File: config.mk
export PLATFORM = sky130hd
export DESIGN_NAME = ws2812_config_encoder
export DESIGN_NICKNAME = d
export VERILOG_FILES = /design/src/rtl/ws2812_cfg_pkg.sv /design/src/rtl/ws2812_config_encoder.sv
export SDC_FILE = /design/constraint.sdc
export NUM_CORES = 1
export LEC_CHECK = 0
export ABC_AREA = 1
export ABC_CLOCK_PERIOD_IN_PS = 5500
export BUFFER_PORTS_ARGS = -buffer_cell sky130_fd_sc_hd__buf_2
export CAP_MARGIN = 40
export CORE_MARGIN = 2
export CORE_UTILIZATION = 60
export CTS_CLUSTER_DIAMETER = 200
export CTS_CLUSTER_SIZE = 14
export DETAILED_ROUTE_END_ITERATION = 7
export HOLD_SLACK_MARGIN = 0.1
export PLACE_DENSITY = 0.77
export SLEW_MARGIN = 0
export SYNTH_ARGS = -nofsm -noshare
export SYNTH_HDL_FRONTEND = slang
export SYNTH_SLANG_ARGS = --single-unit
File: constraint.sdc
create_clock -name clk -period 5.5 [get_ports clk]
set_input_delay 1.65 -clock clk [delete_from_list [all_inputs] [get_ports clk]]
set_output_delay 1.65 -clock clk [all_outputs]
set_load 0.005 [all_outputs]
File: src/rtl/ws2812_cfg_pkg.sv
// Shared WS2812 config register IDs, frame size and encoder state type.
// Used by both the host-side encoder and the config controller that drains the FIFO.
package ws2812_cfg_pkg;

  localparam logic [7:0] CFG_ID_LENGTH   = 8'h01;
  localparam logic [7:0] CFG_ID_SHIFT    = 8'h02;
  localparam logic [7:0] CFG_ID_DELAY    = 8'h03;
  localparam logic [7:0] CFG_ID_NUM_LEDS = 8'h04;
  localparam int         CFG_FRAME_BYTES = 3;
  localparam int         CFG_NUM_REGS    = 4;

  typedef enum logic [2:0] {
    ST_IDLE,
    ST_SEND_ID,
    ST_SEND_MSB,
    ST_SEND_LSB,
    ST_NEXT
  } cfg_enc_state_e;

  function automatic logic cfg_id_valid(input logic [7:0] id);
    return (id >= CFG_ID_LENGTH) && (id <= CFG_ID_NUM_LEDS);
  endfunction

  function automatic logic [1:0] cfg_id_to_idx(input logic [7:0] id);
    logic [7:0] t;
    t = id - 8'd1;
    return t[1:0];
  endfunction

endpackage

File: src/rtl/ws2812_config_encoder.sv
// Register-write requests -> 3-byte frames (ID, MSB, LSB); first byte the cycle after acceptance.
// f_full stalls the current byte in place; sync_all replays all four shadows as 12 bytes.
module ws2812_config_encoder
  import ws2812_cfg_pkg::*;
#(
  parameter int PHY_FIFO_WIDTH = 8
) (
  input  logic                      clk,
  input  logic                      reset,
  input  logic                      cmd_valid,
  output logic                      cmd_ready,
  input  logic [7:0]                cmd_id,
  input  logic [15:0]               cmd_value,
  input  logic                      sync_all,
  input  logic                      f_full,
  output logic                      fifo_write_en,
  output logic [PHY_FIFO_WIDTH-1:0] fifo_write_data,
  output logic                      cmd_error,
  output logic                      busy,
  output logic [15:0]               bytes_written
);

  cfg_enc_state_e state_q, state_d;
  logic [7:0]     id_q, id_d;
  logic [15:0]    val_q, val_d;
  logic [1:0]     idx_q, idx_d;
  logic           replay_q, replay_d;
  logic           sync_pending_q, sync_pending_d;
  logic           cmd_error_q, cmd_error_d;
  logic [15:0]    bytes_q, bytes_d;
  logic [15:0]    shadow_q [CFG_NUM_REGS];
  logic           shadow_we;
  logic [1:0]     shadow_idx;
  logic           pend_eff;
  logic [7:0]     byte_out;
  logic           sending;

  assign sending = (state_q == ST_SEND_ID) || (state_q == ST_SEND_MSB) ||
                   (state_q == ST_SEND_LSB);
  assign fifo_write_en   = sending & ~f_full & ~reset;
  assign fifo_write_data = PHY_FIFO_WIDTH'(byte_out);
  // A same-cycle sync_all already counts as pending so it wins over cmd_valid.
  assign pend_eff        = sync_pending_q | sync_all;
  assign cmd_ready       = (state_q == ST_IDLE) & ~pend_eff & ~reset;
  assign cmd_error       = cmd_error_q;
  assign busy            = (state_q != ST_IDLE) | sync_pending_q;
  assign bytes_written   = bytes_q;

  always_comb begin
    byte_out = 8'h00;
    case (state_q)
      ST_SEND_ID:  byte_out = id_q;
      ST_SEND_MSB: byte_out = val_q[15:8];
      ST_SEND_LSB: byte_out = val_q[7:0];
      default:     byte_out = 8'h00;
    endcase
  end

  always_comb begin
    state_d        = state_q;
    id_d           = id_q;
    val_d          = val_q;
    idx_d          = idx_q;
    replay_d       = replay_q;
    sync_pending_d = pend_eff;
    cmd_error_d    = 1'b0;
    shadow_we      = 1'b0;
    shadow_idx     = cfg_id_to_idx(cmd_id);
    bytes_d        = bytes_q + (fifo_write_en ? 16'd1 : 16'd0);
    case (state_q)
      ST_IDLE: begin
        if (pend_eff) begin
          sync_pending_d = 1'b0;
          replay_d       = 1'b1;
          idx_d          = 2'd0;
          id_d           = CFG_ID_LENGTH;
          val_d          = shadow_q[0];
          state_d        = ST_SEND_ID;
        end else if (cmd_valid) begin
          if (cfg_id_valid(cmd_id)) begin
            shadow_we = 1'b1;
            replay_d  = 1'b0;
            id_d      = cmd_id;
            val_d     = cmd_value;
            state_d   = ST_SEND_ID;
          end else begin
            cmd_error_d = 1'b1;
          end
        end
      end
      ST_SEND_ID:  if (fifo_write_en) state_d = ST_SEND_MSB;
      ST_SEND_MSB: if (fifo_write_en) state_d = ST_SEND_LSB;
      ST_SEND_LSB: if (fifo_write_en) state_d = ST_NEXT;
      ST_NEXT: begin
        if (replay_q && (idx_q != 2'd3)) begin
          idx_d   = idx_q + 2'd1;
          id_d    = 8'(idx_q) + 8'd2;
          val_d   = shadow_q[idx_d];
          state_d = ST_SEND_ID;
        end else begin
          replay_d = 1'b0;
          state_d  = ST_IDLE;
        end
      end
      default: state_d = ST_IDLE;
    endcase
  end

  always_ff @(posedge clk) begin
    if (reset) begin
      state_q        <= ST_IDLE;
      id_q           <= 8'h00;
      val_q          <= 16'h0000;
      idx_q          <= 2'd0;
      replay_q       <= 1'b0;
      sync_pending_q <= 1'b0;
      cmd_error_q    <= 1'b0;
      bytes_q        <= 16'h0000;
      for (int i = 0; i < CFG_NUM_REGS; i++) shadow_q[i] <= 16'h0000;
    end else begin
      state_q        <= state_d;
      id_q           <= id_d;
      val_q          <= val_d;
      idx_q          <= idx_d;
      replay_q       <= replay_d;
      sync_pending_q <= sync_pending_d;
      cmd_error_q    <= cmd_error_d;
      bytes_q        <= bytes_d;
      if (shadow_we) shadow_q[shadow_idx] <= cmd_value;
    end
  end

endmodule

# Word level (Yosys, flattened, before mapping)
# Memories as Yosys holds them, arrays and structs flattened.
# Cells that the tools add are included.
# word_totals
ramBits,64
regBits,48
memories,1
word_cells,94
# mem_list
name,depth,word_bits,rd,rd_ports_with_merged_regs,wr,line_no,rtl
shadow_q,4,16,2,0,4,ws2812_config_encoder.sv:31,logic [15:0] shadow_q [CFG_NUM_REGS];
# op_classes
mux,41
bitwise_logic,11
add_sub_neg,4
eq_ne,13
order_cmp,2
n_reduce_logical,14
# ops
op,n
16-bit two-way mux,5
8-bit two-way mux,4
16-bit one-hot mux with 2 select lines,1
8-bit one-hot mux with 3 select lines,1
3-bit two-way mux,6
1-bit two-way mux,17
16-bit by 1-bit adder with 16-bit output,1
8-bit one-hot mux with 2 select lines,1
16-bit OR reduction,1
3-bit one-hot mux with 5 select lines,1
2-bit != test (second input constant),7
8-bit by 1-bit >= comparator with 1-bit output (second input constant),1
8-bit by 3-bit less-or-equal comparator with 1-bit output (second input constant),1
4-bit AND reduction,2
3-bit by 2-bit equality test with 1-bit output (second input constant),2
2-bit two-way mux,3
1-bit NOT,5
5-bit AND reduction,1
1-bit AND,4
2-bit one-hot mux with 2 select lines,1
4-bit OR reduction,1
2-bit by 2-bit adder with 3-bit output (second input constant),1
3-bit by 1-bit equality test with 1-bit output (second input constant),1
3-bit equality test (second input constant),1
other kinds (13),16

# Longest topological paths before layout
# depth
word_depth,11
mapped_depth,11

# Least setup slack after synthesis
# No wires, ideal clock.
# synth_timing
path_type,input-to-output
startpoint,input reset
endpoint,output fifo_write_en
slack_ps,1620
t_required_ps,3850
path_buffers,1
cell_stages,2
arrival_time_ps,2230
cell_sequence,clkbuf_1 nor4_1
# synth_via
elab_chain_len,2
# synth_rtl
item,line_no,rtl
from (decl),ws2812_config_encoder.sv:9,"input logic reset,"
1-bit NOT,ws2812_config_encoder.sv:40,assign fifo_write_en = sending & ~f_full & ~reset;
1-bit AND,ws2812_config_encoder.sv:40,
to (decl),ws2812_config_encoder.sv:16,"output logic fifo_write_en,"
# Every way passes these cells.

# Worst setup path in the final report
# layout_timing
startpoint,input sync_all
endpoint,output cmd_ready
# layout_via
elab_chain_len,4
# layout_rtl
item,line_no,rtl
from (decl),ws2812_config_encoder.sv:14,"input logic sync_all,"
1-bit OR,ws2812_config_encoder.sv:43,assign pend_eff = sync_pending_q | sync_all;
1-bit NOT,ws2812_config_encoder.sv:44,assign cmd_ready = (state_q == ST_IDLE) & ~pend_eff & ~reset;
1-bit AND (2 in a row),ws2812_config_encoder.sv:44,
to (decl),ws2812_config_encoder.sv:11,"output logic cmd_ready,"
# Every way passes these cells.

==> impl_metrics.csv <==
group,metric,value,unit
synthesis,post-synth-top-count-cell,"nor2_1",
clocking,clk_pin_slew_worst_paths,0.10,ns
timing,max_slew.worst_pin.slew,0.8850,ns
global_routing,grt_antenna_before_repair,0,
clocking,cts.repair.resized,0,
clocking,hold_buffers,0,
clocking,cts_h_tree_depth,3,
clocking,clock_tree.root_cell,"clkbuf_8",
synthesis,syn-instance-count,712,
timing,final_critical_path_setup_slack,1.062,ns
floorplanning,die-height,100.3,um
global_routing,grt_overflow_total,0,
floorplanning,core.rowCount,35,
floorplanning,floorplan.io_pins,57,
worst_setup_path,worst-endpoint-arrival,2.79,ns
clocking,numCtsBuffers,9,
timing,slew_viols_final,0,
cells_and_area,final_area,0.006062,mm2
timing,final.setup_skew,0.01854,ns
worst_setup_path,crit_path_start,"sync_all",
clocking,cts-root-to-sink-buffers,2,
synthesis,syn_nets,747,
drt,viasPerCell,5.382,
worst_setup_path,worst_setup_path_start_kind,"input pin",
worst_setup_path,worstSetupEndpointType,"primary output",
synthesis,synth.avg_cell_area,7.820,um2
cells_and_area,fin_cells,871,
floorplanning,floorplan.initialDensity,61.13,%
cells_and_area,num-fill-cells,787,
synthesis,synthFlopType,"edfxtp_1",
synthesis,postSynth.asyncResetShare,0,%
synthesis,ys_top_cells_by_count,"187 x nor2_1, 161 x nand2_1, 73 x inv_1",
synthesis,post-synth-top-area-cell,"edfxtp_1",
placed_design,place_congestion,0.8628,
worst_setup_path,worst-setup-path-type,"input pin to primary output",
drt,post_drt_wl_per_cell,14.33,um
drt,finalWirelength,12480,um
synthesis,synthTopCellsByArea,"edfxtp_1 35%, dfxtp_1 17%, nor2_1 13%",
drt,met2_length,5965,um
power_and_ir_drop,vdd_drop_max,0.1748,mV
placed_design,io_buffer_count,56,
global_routing,first_global_vias,4348,
min_path,hold_class,"flop to flop",
cells_and_area,antenna-diode-count,0,
synthesis,syn_area,0.005568,mm2
min_path,hold_path.startpoint,"id_q[3]",
placed_design,detailedPlacementHpwl,8366,um
clocking,cts_tree,"done",
cells_and_area,nNetsFinal,790,
drt,met3_wirelength,690,um
synthesis,ys_warn_count,0,
placed_design,placedCellCount,855,
global_routing,grt_max_degree,36,
floorplanning,coreArea,0.009109,mm2
drt,detail_route.first_pass.iterations,5,
timing,fin_setup_tns,0,ns
status,run_status,"completed",
worst_setup_path,timing.rr.start,"sync_pending_q",
timing,finalWorstPathRequiredPeriod,4.438,ns
timing,max_clock_freq,225.3,MHz
power_and_ir_drop,powerDensity,389.6,mW/mm2
synthesis,share_of_synthesized_area_occupied_by_flip_flops_and_latches,51.78,%
worst_setup_path,reg_to_reg_slack_setup,2.84,ns
drt,routed.top_layer,"met4",
synthesis,synth.distinct_cells,30,
floorplanning,die_width,100.3,um
global_routing,grt_pass1_wl,20330,um
drt,via_count,4688,
drt,drt-initial-drc-count,305,
clocking,cts_sinks,112,
drt,detail_route.wirelength.met1,5707,um
synthesis,ys_seq_elements,112,
timing,hold-worst-slack,0.4470,ns
timing,rsz0062_at_grt,"no",
global_routing,grt.total_usage,25.69,%
worst_setup_path,cp.required,3.85,ns
timing,final_hold_viol_count,0,
timing,slew_headroom,40.94,%
placed_design,dpl-instance-area,0.005884,mm2
timing,timing.final.crit_share,80.69,%
flow_run,maxCapViolCount,0,
cells_and_area,post_route_cells_drive_above_1_share,11.84,%
timing,setup_viol_count_final,0,
synthesis,synth.top_cell.area_share,34.52,%
worst_setup_path,critical_path.max_fanout,35,
synthesis,synth_edf_count,64,
drt,antenna_violating_nets_post_route,0,
clocking,cts_setup_buffers,0,
cells_and_area,areaGrowthSynthToFinish,8.876,%
clocking,worst_skew_pair.late_latency,0.37,ns
power_and_ir_drop,leakage,2.788,nW
drt,detail_route.drc_violations,0,
placed_design,dp_worst_setup_slack,1.063,ns
floorplanning,floorplan.die_area,0.01007,mm2
final timing paths:
check,to,cells past startpoint
worst min register to register,id_q[3],2
worst max register to register,shadow_q[1][7],8
worst min-delay path,id_q[3],2
worst max-delay path,cmd_ready,8
logic make-up (layout without fill, tap and decap cells):
logic type | after synthesis | after routing | share of synthesized area, %
AOI/OAI and AO/OA | 83 | 83 | 8.719
xor gates and xnor gates | 1 | 1 | 0.1573
adders and majority gates | 6 | 6 | 1.348
buffers and inverters | 106 | 154 | 7.775
DFF | 112 | 112 | 51.78
and+or+nand+nor | 404 | 404 | 30.22
critical path, cell delays in order:
cell and delay [ns]:
buf_2 0.11, nor2_4 0.08, buf_4 0.33, inv_2 0.12
nor2_4 0.21, nand2_4 0.10, inv_1 0.07, buf_2 0.10
metal layers:
layer | global-route usage, % | vias up
li1 | - | 2374
met1 | 35.14 | 2146
met2 | 42.85 | 160
met3 | 3.760 | 8
met4 | 7.376 | 0
met5 | 0 | -
state kept, by name, indices dropped and copies added, names as in the netlist:
name,count
state_q,3
sync_pending_q,1
replay_q,1
id_q,8
shadow_q,64
bytes_written,16
val_q,16
cmd_error,1
idx_q,2
placed cells by master (no fill, tap or decap), types with 8 or more instances in the layout:
cell type | synthesis | layout
nand2_1 | 161 | 161
o21ai_0 | 37 | 37
dfxtp_1 | 48 | 48
o211ai_1 | 18 | 18
a21oi_1 | 20 | 20
nor2_1 | 187 | 187
edfxtp_1 | 64 | 64
inv_1 | 73 | 73
buf_2 | 10 | 56
nor3_1 | 8 | 8
nand3_1 | 28 | 28
clkbuf_8 | 0 | 9
final cells by class:
cell class	count	area (um2)	area share, %
clock buffer	10	127.6	2.105
clock inverter	6	50.05	0.8256
inverter	76	285.3	4.706
multi-input combinational	494	2252	37.15
sequential	112	2883	47.55
tap	111	138.9	2.291
timing repair buffer	62	325.3	5.366
stage by stage:
stage / total power, mW / util, %
after global placement: 1.880 / 64.60
after CTS: 2.354 / 66.55
after global routing: 2.528 / 66.55
after detailed placement: 1.901 / 64.60
final: 2.362 / 66.55
after floorplan: 1.691 / -
power breakdown:
part	total (mW)	leakage (nW)	switching, mW	internal (mW)
Clock	0.463	0.0853	0.291	0.172
Combinational	0.864	1.65	0.594	0.270
Sequential	1.03	1.05	0.0462	0.989
No activity file was read; power rests on OpenSTA's default activity.
